$ cat config.mk
export PLATFORM = sky130hd
export DESIGN_NAME = memory_access
export DESIGN_NICKNAME = d
export VERILOG_FILES = /design/src/rtl/memory_access.sv
export SDC_FILE = /design/constraint.sdc
export NUM_CORES = 1
export LEC_CHECK = 0
export ABC_CLOCK_PERIOD_IN_PS = 13000
export CAP_MARGIN = 15
export CELL_PAD_IN_SITES_DETAIL_PLACEMENT = 0
export CELL_PAD_IN_SITES_GLOBAL_PLACEMENT = 1
export CORE_AREA = 5 5 261 263
export DETAILED_ROUTE_END_ITERATION = 8
export DIE_AREA = 0 0 266 268
export PLACE_DENSITY = 0.62
export SETUP_SLACK_MARGIN = 0.4
export SLEW_MARGIN = 0
export SYNTH_ARGS = -nofsm -noshare
export SYNTH_HDL_FRONTEND = slang
export SYNTH_SLANG_ARGS = --single-unit
$ cat constraint.sdc
create_clock -name clk -period 13 [get_ports clk]
set_input_delay 1.3 -clock clk [delete_from_list [all_inputs] [get_ports clk]]
set_output_delay 1.3 -clock clk [all_outputs]
set_load 0.005 [all_outputs]
$ cat src/rtl/memory_access.sv
// memory_access -- RV32I memory stage between execute and writeback.
//
// Issues load/store accesses on a req/ack data bus, formats store data and
// byte selects, sign/zero-extends load data and passes all other
// instructions through with one cycle of latency. While an access is in
// flight, or a finished result is parked because writeback is stalled, the
// stage raises stall to hold execute and earlier stages.
//
// Optional build macro: MEM_MISALIGN_TRAP_EN
//   defined   : misaligned LH/LHU/SH/LW/SW issue no bus access and pass through
//               with LOAD_/STORE_ADDR_MISALIGNED set in exception, rd_w_en = 0.
//   undefined : accesses are never checked; sel is the size mask shifted by
//               a[1:0] and truncated to 4 bits.
//
// Ports:
//   clk, rst                 clock, asynchronous active-high reset
//   prev_*                   registered outputs of the execute stage
//   prev_clk_en              execute output valid
//   prev_stall               writeback is stalled (outputs must hold)
//   dmem_req/we/addr/wdata/sel  bus request side (held stable until ack)
//   dmem_ack, dmem_rdata     bus completion pulse and read word
//   opcode_type..rd_valid    registered results towards writeback
//   clk_en                   result valid for writeback
//   stall                    combinational hold for earlier stages

`ifndef OPCODE_WIDTH
`define OPCODE_WIDTH 11
`endif
`ifndef OPC_LOAD
`define OPC_LOAD 5
`endif
`ifndef OPC_STORE
`define OPC_STORE 6
`endif
`ifndef EXCEPTION_WIDTH
`define EXCEPTION_WIDTH 4
`endif
`ifndef LOAD_ADDR_MISALIGNED
`define LOAD_ADDR_MISALIGNED 2
`endif
`ifndef STORE_ADDR_MISALIGNED
`define STORE_ADDR_MISALIGNED 3
`endif

module memory_access #(
    parameter int DMEM_ADDR_WIDTH = 32
) (
    input  logic                        clk,
    input  logic                        rst,
    input  logic [`OPCODE_WIDTH-1:0]    prev_opcode_type,
    input  logic [2:0]                  prev_funct3,
    input  logic [31:0]                 prev_alu_result,
    input  logic [31:0]                 prev_rs2_data,
    input  logic [4:0]                  prev_rd,
    input  logic [31:0]                 prev_rd_wdata,
    input  logic                        prev_rd_w_en,
    input  logic                        prev_rd_valid,
    input  logic [31:0]                 prev_pc,
    input  logic [`EXCEPTION_WIDTH-1:0] prev_exception,
    input  logic                        prev_clk_en,
    input  logic                        prev_stall,
    output logic                        dmem_req,
    output logic                        dmem_we,
    output logic [DMEM_ADDR_WIDTH-1:0]  dmem_addr,
    output logic [31:0]                 dmem_wdata,
    output logic [3:0]                  dmem_sel,
    input  logic                        dmem_ack,
    input  logic [31:0]                 dmem_rdata,
    output logic [`OPCODE_WIDTH-1:0]    opcode_type,
    output logic [2:0]                  funct3,
    output logic [4:0]                  rd,
    output logic [31:0]                 pc,
    output logic [`EXCEPTION_WIDTH-1:0] exception,
    output logic [31:0]                 rd_wdata,
    output logic                        rd_w_en,
    output logic                        rd_valid,
    output logic                        clk_en,
    output logic                        stall
);

    typedef enum logic [1:0] {IDLE, WAIT, HOLD} state_t;

    // Everything handed to writeback for one instruction.
    typedef struct packed {
        logic [`OPCODE_WIDTH-1:0]    opcode_type;
        logic [2:0]                  funct3;
        logic [4:0]                  rd;
        logic [31:0]                 pc;
        logic [`EXCEPTION_WIDTH-1:0] exception;
        logic [31:0]                 rd_wdata;
        logic                        rd_w_en;
        logic                        rd_valid;
    } wb_t;

    state_t     state, state_next;
    wb_t        out_q, hold_q, pend_q;
    wb_t        pass_w, done_w;
    logic [1:0] pend_off;
    logic       pend_load;

    logic       is_load, is_store, mem_op;
    logic       size_b, size_h;
    logic [1:0] off;
    logic [3:0] sel_base, sel_fmt;
    logic [31:0] wdata_fmt;
    logic [31:0] ld_shift, ld_ext;
    logic       accept, issue_now, pass_now;
`ifdef MEM_MISALIGN_TRAP_EN
    logic       misaligned;
`endif

    // ---------------------------------------------------------------
    // Decode and format the instruction offered by execute
    // ---------------------------------------------------------------
    always_comb begin
        is_load  = prev_opcode_type[`OPC_LOAD];
        is_store = prev_opcode_type[`OPC_STORE];
        off      = prev_alu_result[1:0];

        // Store funct3 1xx is undefined (word); load 1xx are the unsigned forms.
        if (is_store) begin
            size_b = (prev_funct3 == 3'b000);
            size_h = (prev_funct3 == 3'b001);
        end else begin
            size_b = (prev_funct3[1:0] == 2'b00);
            size_h = (prev_funct3[1:0] == 2'b01);
        end

        if (size_b) begin
            sel_base  = 4'b0001;
            wdata_fmt = {4{prev_rs2_data[7:0]}};
        end else if (size_h) begin
            sel_base  = 4'b0011;
            wdata_fmt = {2{prev_rs2_data[15:0]}};
        end else begin
            sel_base  = 4'b1111;
            wdata_fmt = prev_rs2_data;
        end
        sel_fmt = sel_base << off;

        pass_w.opcode_type = prev_opcode_type;
        pass_w.funct3      = prev_funct3;
        pass_w.rd          = prev_rd;
        pass_w.pc          = prev_pc;
        pass_w.exception   = prev_exception;
        pass_w.rd_wdata    = prev_rd_wdata;
        pass_w.rd_w_en     = prev_rd_w_en;
        pass_w.rd_valid    = prev_rd_valid;

        mem_op = is_load || is_store;
`ifdef MEM_MISALIGN_TRAP_EN
        misaligned = (size_h && off[0]) || (!size_b && !size_h && (off != 2'b00));
        if (mem_op && misaligned) begin
            mem_op         = 1'b0;
            pass_w.rd_w_en = 1'b0;
            if (is_load)
                pass_w.exception[`LOAD_ADDR_MISALIGNED] = 1'b1;
            else
                pass_w.exception[`STORE_ADDR_MISALIGNED] = 1'b1;
        end
`endif
    end

    // ---------------------------------------------------------------
    // Completion of the outstanding access
    // ---------------------------------------------------------------
    always_comb begin
        ld_shift = dmem_rdata >> {pend_off, 3'b000};
        case (pend_q.funct3[1:0])
            2'b00:   ld_ext = pend_q.funct3[2] ? {24'b0, ld_shift[7:0]}
                                               : {{24{ld_shift[7]}}, ld_shift[7:0]};
            2'b01:   ld_ext = pend_q.funct3[2] ? {16'b0, ld_shift[15:0]}
                                               : {{16{ld_shift[15]}}, ld_shift[15:0]};
            default: ld_ext = ld_shift;
        endcase

        done_w = pend_q;
        if (pend_load) begin
            done_w.rd_wdata = ld_ext;
            done_w.rd_valid = 1'b1;
        end else begin
            done_w.rd_w_en  = 1'b0;
        end
    end

    // Stall falls in the ack cycle, so execute advances on the completing
    // edge and the instruction it was holding must be taken on that edge.
    assign stall     = prev_stall || (state == WAIT && !dmem_ack) || (state == HOLD);
    assign accept    = prev_clk_en && !stall;
    assign issue_now = accept && mem_op;
    assign pass_now  = accept && !mem_op;

    // ---------------------------------------------------------------
    // FSM
    // ---------------------------------------------------------------
    always_ff @(posedge clk or posedge rst) begin
        if (rst)
            state <= IDLE;
        else
            state <= state_next;
    end

    always_comb begin
        state_next = state;
        case (state)
            IDLE: if (issue_now) state_next = WAIT;
            WAIT: begin
                if (dmem_ack) begin
                    if (prev_stall)     state_next = HOLD;
                    else if (issue_now) state_next = WAIT;
                    // A passthrough taken on the completion edge waits one
                    // cycle in the holding register behind the finished access.
                    else if (pass_now)  state_next = HOLD;
                    else                state_next = IDLE;
                end
            end
            HOLD: if (!prev_stall) state_next = IDLE;
            default: state_next = IDLE;
        endcase
    end

    // ---------------------------------------------------------------
    // Bus, pending, holding and output registers
    // ---------------------------------------------------------------
    always_ff @(posedge clk or posedge rst) begin
        if (rst) begin
            dmem_req   <= 1'b0;
            dmem_we    <= 1'b0;
            dmem_addr  <= '0;
            dmem_wdata <= '0;
            dmem_sel   <= '0;
            pend_q     <= '0;
            pend_off   <= '0;
            pend_load  <= 1'b0;
            hold_q     <= '0;
            out_q      <= '0;
            clk_en     <= 1'b0;
        end else begin
            if (issue_now) begin
                dmem_req   <= 1'b1;
                dmem_we    <= is_store;
                dmem_addr  <= {prev_alu_result[DMEM_ADDR_WIDTH-1:2], 2'b00};
                dmem_wdata <= wdata_fmt;
                dmem_sel   <= sel_fmt;
                pend_q     <= pass_w;
                pend_off   <= off;
                pend_load  <= is_load;
            end else if (state == WAIT && dmem_ack) begin
                dmem_req   <= 1'b0;
            end

            if (state == WAIT && dmem_ack && prev_stall)
                hold_q <= done_w;
            else if (state == WAIT && pass_now)
                hold_q <= pass_w;

            if (state == WAIT && dmem_ack && !prev_stall) begin
                out_q  <= done_w;
                clk_en <= 1'b1;
            end else if (state == HOLD && !prev_stall) begin
                out_q  <= hold_q;
                clk_en <= 1'b1;
            end else if (state == IDLE && pass_now) begin
                out_q  <= pass_w;
                clk_en <= 1'b1;
            end else if (!prev_stall) begin
                clk_en <= 1'b0;
            end
        end
    end

    assign opcode_type = out_q.opcode_type;
    assign funct3      = out_q.funct3;
    assign rd          = out_q.rd;
    assign pc          = out_q.pc;
    assign exception   = out_q.exception;
    assign rd_wdata    = out_q.rd_wdata;
    assign rd_w_en     = out_q.rd_w_en;
    assign rd_valid    = out_q.rd_valid;

endmodule
* Word level (Yosys, flattened, before mapping)
Index checks and enable logic that the tools add are counted.
Storage, ports and cells: register bits after elaboration 341, input port bits 190
Operators by class: equality and inequality tests 9, shift-type cells 2, multiplexer cells 30, reductions and logical operators 25
Operators by type and width (count):
- $mux 89 | 5
- $mux 32 | 5
- $pmux 32 s2 | 1
- $shr 32x5->32 | 1
- $mux 2 | 6
- $logic_and 1x1->1 | 10
- $mux 1 | 10
- $mux 4 | 2
- $eq 2x1->1 const B | 3
- $logic_not 2->1 | 3
- $ne 2x2->1 const B | 3
- $pmux 2 s3 | 1
- $logic_not 1->1 | 4
- $ne 4x1->1 const B | 1
- $reduce_bool 2->1 | 2
- $shl 4x2->4 | 1
- $eq 3x1->1 const B | 1
- $logic_not 3->1 | 1
- $logic_or 1x1->1 | 3
- $reduce_and 3->1 | 1
- $reduce_bool 3->1 | 1
- $eq 2x2->1 const B | 1

* Logic depth before layout (Yosys ltp)
Gate-level depths: netlist (run 1).
depth after elaboration 12, depth in mapped cells 7, depth with buffers taken out 4

* Worst setup path after synthesis (run 1)
Ideal clock, no wire load.
path type in2out, from input port prev_stall, to output port stall, arrival 1862 ps, required time 11700 ps, path slack 9838 ps, cell stages on the path 2, path buffers 1, cells stage by stage clkbuf_1 > or3_1
On the way: word-level cells in the longest chain between the ends 2
RTL lines:
- start: declaration | RTL line 61 | input logic prev_stall,
- $logic_or 1x1->1 (2 in a row) | RTL line 188 | assign stall = prev_stall || (state == WAIT && !dmem_ack) || (state == HOLD);
- end: declaration | RTL line 78 | output logic stall
No other way between the ends.

* Final worst setup path (run 1)
from input port dmem_ack, to output port stall
On the way: word-level cells in the longest chain between the ends 4
RTL lines:
- start: declaration | RTL line 67 | input logic dmem_ack,
- $logic_not 1->1 | RTL line 188
- $logic_and 1x1->1 | RTL line 188
- $logic_or 1x1->1 (2 in a row) | RTL line 188
No other way between the ends.

==> results.txt, run 1 <==
port bufs: 348
Placed Area: 0.0204 mm2
worst setup margin: 8700 ps
clock buffer depth: 3
WL per Instance: 21.7 um
DRT Wirelength: 57,500 um
postcts setup bufs: 0
Post-DP HPWL: 37,700 um
Non-Filler Instances: 2,649
synth top area cells: dfrtp_1 (52%), mux2_2 (15%), mux2i_1 (5.7%)
fmax: 233 MHz
Final Skew: 18.7 ps
Total Routing Usage GR: 15.4%
max_cap viols: 0
Hold-fix buffers, CTS: 0
Final Hold Vio Count: 0
Synth area leader: dfrtp_1
Avg Inst Size Synth: 11.2 um2
area of the core: 0.0654 mm2
die width: 266 um
DRC violations left: 0
YS warnings: 0
final setup fails: 0
gr ovfl total: 0
via count: 12,667
commonest non-fill, non-tap cells in the layout: clkdlybuf4s50_1 (348), dfrtp_1 (338), mux2_2 (212)
power consumption: 4.17 mW
max_slew headroom: 31.2%
CP Data Arrival Time: 3000 ps
final core utilization: 33.4%
Die Y: 268 um
CTS resizes: 0
Most used DFF post-synth: dfrtp_1
Async S/R FF share, synth: 100%
Post-synth EDFFs: 0
slowest stage delay, CP: 620 ps
commonest non-fill, non-tap cell in the layout: clkdlybuf4s50_1
fin crit period: 4300 ps
sequential share of the synthesized area: 52.3%
static leakage: 8.95 nW
combinational fraction of design power: 30.6%
crit path cell chain: clkdlybuf4s50_1 > nor3b_1 > or3_1 > clkdlybuf4s50_1
GPL Wtd Cong: 0.776
Final Cycle Share: 33.0%
pin count of the biggest net entering global routing: 154
max-slew violation count: 0
drt via density: 4.78
Worst Tran Pin Value: 1030 ps
#FFs+latches synth: 339
crit path capture type: primary output
H-tree depth: 2
RSZ-0062 raised after global routing: no
initial core utilization: 24.8%
setup TNS: 0 ps
Worst Path Required: 11,700 ps
CTS tree: done
Num CTS Buffers: 42
top cell type's share of synthesized area: 52.3%
number of nets in the layout: 1,940
Sw Pwr: 1.26 mW
Skew-Pair Late Insertion Delay: 560 ps
remaining antenna violation count after routing: 0
status: finished clean
PD cells: 191 mW/mm2
Clock transition at path regs: 60 ps
synthesized area: 0.0162 mm2
CTS Sinks: 339
clk root buf: clkbuf_16
CP Max Fanout: 8
initial antenna violation count: 7
Most Frequent Cell on Critical Path: clkdlybuf4s50_1
design area: 0.0219 mm2
vias in the first global route: 13,233
Hold WC Path Type: reg2reg
tightest hold margin: 488 ps
initial DRC count: 850
gate count after technology mapping: 1,452
Worst path slowest cell: clkdlybuf4s50_1
sequential share of power: 40.5%
worst slack at placement: 8100 ps
IO Count: 351
clock power share: 28.9%
die footprint: 0.0713 mm2
VDD IR-drop max: 0.0000931 V
num rows: 94
sw frac: 30.1%
synth unique cells: 61
share of layout cells above drive strength 1: 18.5%
first-pass GRT wire length: 85,200 um
DRT Pass-1 Iters: 5
dpl cells: 2,570
Area growth syn-to-layout: 34.8%
crit path kind: in2out
startpoint types: primary input
Internal Power: 2.92 mW
-- area by class of cell --
type,instances,area [um2]
antenna,5,12.5
multi-input combinational,977,7140
sequential,339,8480
clock inverter,16,161
clock buffer,58,1240
fill,6572,43500
timing repair buffer,369,3650
tap,864,1080
inverter,21,86.3
-- path summary, 6_finish.rpt --
| kind | startpoint | cells after the start | slack, ps | to |
|---|---|---|---|---|
| max | dmem_ack | 4 | 8700 | stall |
| min | rd_wdata[6]$_DFFE_PP0P_ | 1 | 490 | rd_wdata[6]$_DFFE_PP0P_ |
| min in group asynchronous | rst | 2 | 1320 | pc[4]$_DFFE_PP0P_ |
| max in group asynchronous | rst | 4 | 9320 | pend_q[31]$_DFFE_PP0N_ |
| min reg2reg | rd_wdata[6]$_DFFE_PP0P_ | 1 | 490 | rd_wdata[6]$_DFFE_PP0P_ |
| max reg2reg | state[1]$_DFFE_PP0P_ | 4 | 9630 | hold_q[17]$_DFFE_PP0P_ |
-- state kept, by name (all words and copies together), names as in the netlist, 11 cells and up --
name and count:
pc 32, rd_wdata 32, dmem_wdata 32, hold_q 89, done_w 55, pend_q 34, opcode_type 11, dmem_addr 30
-- power by group through the flow --
| stage | Combinational, mW | Clock [mW] | Sequential (mW) |
|---|---|---|---|
| final | 1.28 | 1.21 | 1.69 |
| after global routing | 1.39 | 1.29 | 1.74 |
| after CTS | 1.30 | 1.25 | 1.69 |
| after detailed placement | 1.30 | 0 | 1.70 |
| after global placement | 1.27 | 0 | 1.70 |
| after floorplan | 0.623 | 0 | 1.66 |
-- routing by layer --
metal / vias up / part of all wire, % / track usage (%)
met1: 6396 / 43 / 20.1
met2: 355 / 48 / 25.6
met5: - / 0.012 / 0
met3: 92 / 6.0 / 3.90
met4: 2 / 2.7 / 4.49
li1: 5822 / - / -
-- synthesized netlist by cell type, types with 2 or more instances --
cell         n
a211o_1      7
a21oi_1     47
a221o_1     34
a222oi_1     5
a22oi_1      7
a31oi_1     18
and3_1      16
buf_1       12
buf_2       34
buf_4       12
buf_6        8
clkbuf_1    50
dfrtp_1    339
inv_1       21
mux2_1      14
mux2_2     212
mux2i_1     93
mux4_2       5
nand2_1    164
nand2b_1     4
nand3b_1     8
nor2_1     144
nor2b_1      7
nor3_1       2
nor3b_1      4
nor4b_1      2
o2111ai_1    7
o211ai_1     3
o21a_1       3
o21ai_0     72
o21ai_1      2
o221a_2      2
o221ai_1     5
o22ai_1     60
o32ai_1      2
or2_2        2
-- cell families after synthesis --
| logic type | count (synthesis) | synth area share [%] |
|---|---|---|
| compound gates | 284 | 11.7 |
| buf+inv | 137 | 4.08 |
| flops | 339 | 52.3 |
| mux | 324 | 22.1 |
| other cells | 1 | 0.0231 |
| simple gates | 367 | 9.76 |
-- critical path, delay by kind of cell --
family,cells,cell delay [ps]
buf+inv,2,1110
simple gates,2,580
Power figures use the tool's default switching activity.
==> run 2: changes to the inputs <==
--- a/config.mk
+++ b/config.mk
@@ -5,7 +5,7 @@
 export SDC_FILE = /design/constraint.sdc
 export NUM_CORES = 1
 export LEC_CHECK = 0
-export ABC_CLOCK_PERIOD_IN_PS = 13000
+export ABC_CLOCK_PERIOD_IN_PS = 4200
 export CAP_MARGIN = 15
 export CELL_PAD_IN_SITES_DETAIL_PLACEMENT = 0
 export CELL_PAD_IN_SITES_GLOBAL_PLACEMENT = 1
==> constraint.sdc (replaced) <==
create_clock -name clk -period 4.2 [get_ports clk]
set_input_delay 0.42 -clock clk [delete_from_list [all_inputs] [get_ports clk]]
set_output_delay 0.42 -clock clk [all_outputs]
set_load 0.005 [all_outputs]
==> run 2 against run 1 <==
Effect of this change:
- die area did not move
- via count is 0.32% higher
- global-route usage rose by 0.13 points
- critical endpoint is now pend_q[2]$_DFFE_PP0N_
==> results.txt, run 2 (same netlist as run 1, synthesis figures left out) <==
status: finished clean
gr ovfl total: 0 (unchanged)
clock buffer depth: 3 (unchanged)
WL per Instance: 21.7 um (-0.12%)
via count: 12,708 (+0.32%)
Skew-Pair Late Insertion Delay: 560 ps (about the same)
Final Skew: 17.7 ps (-1.03 ps)
IO Count: 351 (unchanged)
max_cap viols: 0 (unchanged)
sw frac: 29.9% (-0.16 points)
Internal Power: 9.08 mW (+210%)
H-tree depth: 2 (unchanged)
vias in the first global route: 13,468 (+1.8%)
met1 WL: 24,700 um (-0.79%)
CP Data Arrival Time: 3320 ps (+320 ps)
reg2reg start: state[0]$_DFFE_PP0P_
DRT Pass-1 Iters: 5 (unchanged)
port bufs: 348 (unchanged)
Num CTS Buffers: 43 (+2.4%)
remaining antenna violation count after routing: 0 (unchanged)
Worst Tran Pin Value: 1160 ps (+124 ps)
static leakage: 9.01 nW (+0.70%)
CTS tree: done
CTS Sinks: 339 (unchanged)
area of the core: 0.0654 mm2 (unchanged)
Largest register FFs: 89 (unchanged)
clk root buf: clkbuf_16
commonest non-fill, non-tap cells in the layout: clkdlybuf4s50_1 (348), dfrtp_1 (338), mux2_2 (212)
Post-DP HPWL: 37,900 um (+0.47%)
routed wl met3: 3600 um (+3.6%)
die width: 266 um (unchanged)
VDD IR-drop max: 0.000304 V (+230%)
crit path kind: reg2reg
fin crit period: 2890 ps
pin count of the biggest net entering global routing: 116 (-25%)
Final Hold Vio Count: 0 (unchanged)
max_slew headroom: 22.9% (-8.3 points)
fmax: 346 MHz
PD cells: 588 mW/mm2 (+210%)
Die Y: 268 um (unchanged)
initial DRC count: 835 (-1.8%)
postcts setup bufs: 0 (unchanged)
max layer used: met5
die footprint: 0.0713 mm2 (unchanged)
Hold WC Path Type: in2async
capturing point of the worst reg2reg path: pend_q[2]$_DFFE_PP0N_
final setup fails: 0 (unchanged)
Hold-fix buffers, CTS: 0 (unchanged)
startpoint types: flip-flop
CTS resizes: 0 (unchanged)
num rows: 94 (unchanged)
DRT Wirelength: 57,700 um (+0.34%)
tightest hold margin: 295 ps (-193 ps)
worst r2r path cells: 5 (+1)
max-slew violation count: 0 (unchanged)
combinational fraction of design power: 30.4% (-0.2 points)
crit path capture type: flip-flop
Area growth syn-to-layout: 35.8%
reg-to-reg slack, setup: 1310 ps (-8320 ps)
CP startpoint: state[0]$_DFFE_PP0P_
share of layout cells above drive strength 1: 18.9% (+0.32 points)
initial core utilization: 24.8% (unchanged)
clock power share: 28.9% (about the same)
initial antenna violation count: 7 (unchanged)
power consumption: 13.0 mW (+210%)
Clock transition at path regs: 60 ps (about the same)
CP Max Fanout: 38 (+30)
DRC violations left: 0 (unchanged)
Sw Pwr: 3.88 mW (+210%)
commonest non-fill, non-tap cell in the layout: clkdlybuf4s50_1
drt via density: 4.78 (-0.13%)
RSZ-0062 raised after global routing: no
met2 WL: 28,100 um (+1.8%)
number of nets in the layout: 1,952 (+0.62%)
Reg with most FFs: hold_q
Total Routing Usage GR: 15.6% (+0.13 points)
Worst Path Required: 4630 ps (-7070 ps)
Final Cycle Share: 68.7%
GPL Wtd Cong: 0.789 (+1.7%)
sequential share of power: 40.7% (+0.2 points)
first-pass GRT wire length: 86,200 um (+1.1%)
[run 2: cell count changes in the layout (fill, tap and decap cells not counted), sizes merged]
cell      delta
clkinv       -6
buf         +11
clkbuf       +5
clkinvlp     +2
[run 2: worst max-delay path, cell delays in order (launching register included)]
cell     delay, ps
dfrtp_1        550
nor3b_1        250
nor4b_2        690
o21a_4         550
buf_12         310
mux2_2         370
[run 2: per-layer routing]
metal	vias up	track usage (%)
li1	5840	-
met1	6448	20.0
met2	347	26.2
met3	71	4.06
met4	2	4.13
met5	-	0
[run 2: through the flow]
| stage | cells | utilization [%] | TNS [ps] | instance area (um2) | worst slack [ps] |
|---|---|---|---|---|---|
| 2_1_floorplan | 1453 | - | -255120 | 16200 | -753 |
| 3_3_place_gp | 2580 | 31.5 | 0 | 20600 | 979 |
| 3_5_place_dp | 2580 | 31.5 | 0 | 20600 | 937 |
| 4_1_cts | 2655 | 33.6 | 0 | 22000 | 1290 |
| 5_1_grt | 2658 | 33.7 | 0 | 22000 | 1100 |
| 6_report | 2661 | 33.7 | 0 | 22000 | 1310 |
[run 2: final cells by class]
cell class / instances / area, um2
diodes: 5 / 12.5
clock buffers: 63 / 1270
flip-flops and latches: 339 / 8480
multi-input cells: 977 / 7140
repair buffers: 380 / 3800
clock inverters: 12 / 151
fillers: 6653 / 43400
inverters: 21 / 82.6
well taps: 864 / 1080
[run 2: worst max path at each step]
| stage | slack [ps] | to | depth (start not counted) |
|---|---|---|---|
| 2_1_floorplan | -750 | clk_en$_DFFE_PP0P_ | 1 |
| 3_3_place_gp | 980 | pend_q[24]$_DFFE_PP0N_ | 6 |
| 3_5_place_dp | 940 | pend_q[27]$_DFFE_PP0N_ | 6 |
| 4_1_cts | 1290 | pend_q[2]$_DFFE_PP0N_ | 5 |
| 5_1_grt | 1100 | pend_q[2]$_DFFE_PP0N_ | 5 |
| 6_report | 1310 | pend_q[2]$_DFFE_PP0N_ | 5 |
[run 2: power groups by stage]
stage          Clock [mW]  Sequential [mW]  Combinational, mW
2_1_floorplan           0             5.15               1.93
3_3_place_gp            0             5.28               3.93
3_5_place_dp            0             5.32               4.00
4_1_cts              3.89             5.28               4.02
5_1_grt              4.01             5.44               4.29
6_report             3.75             5.27               3.94
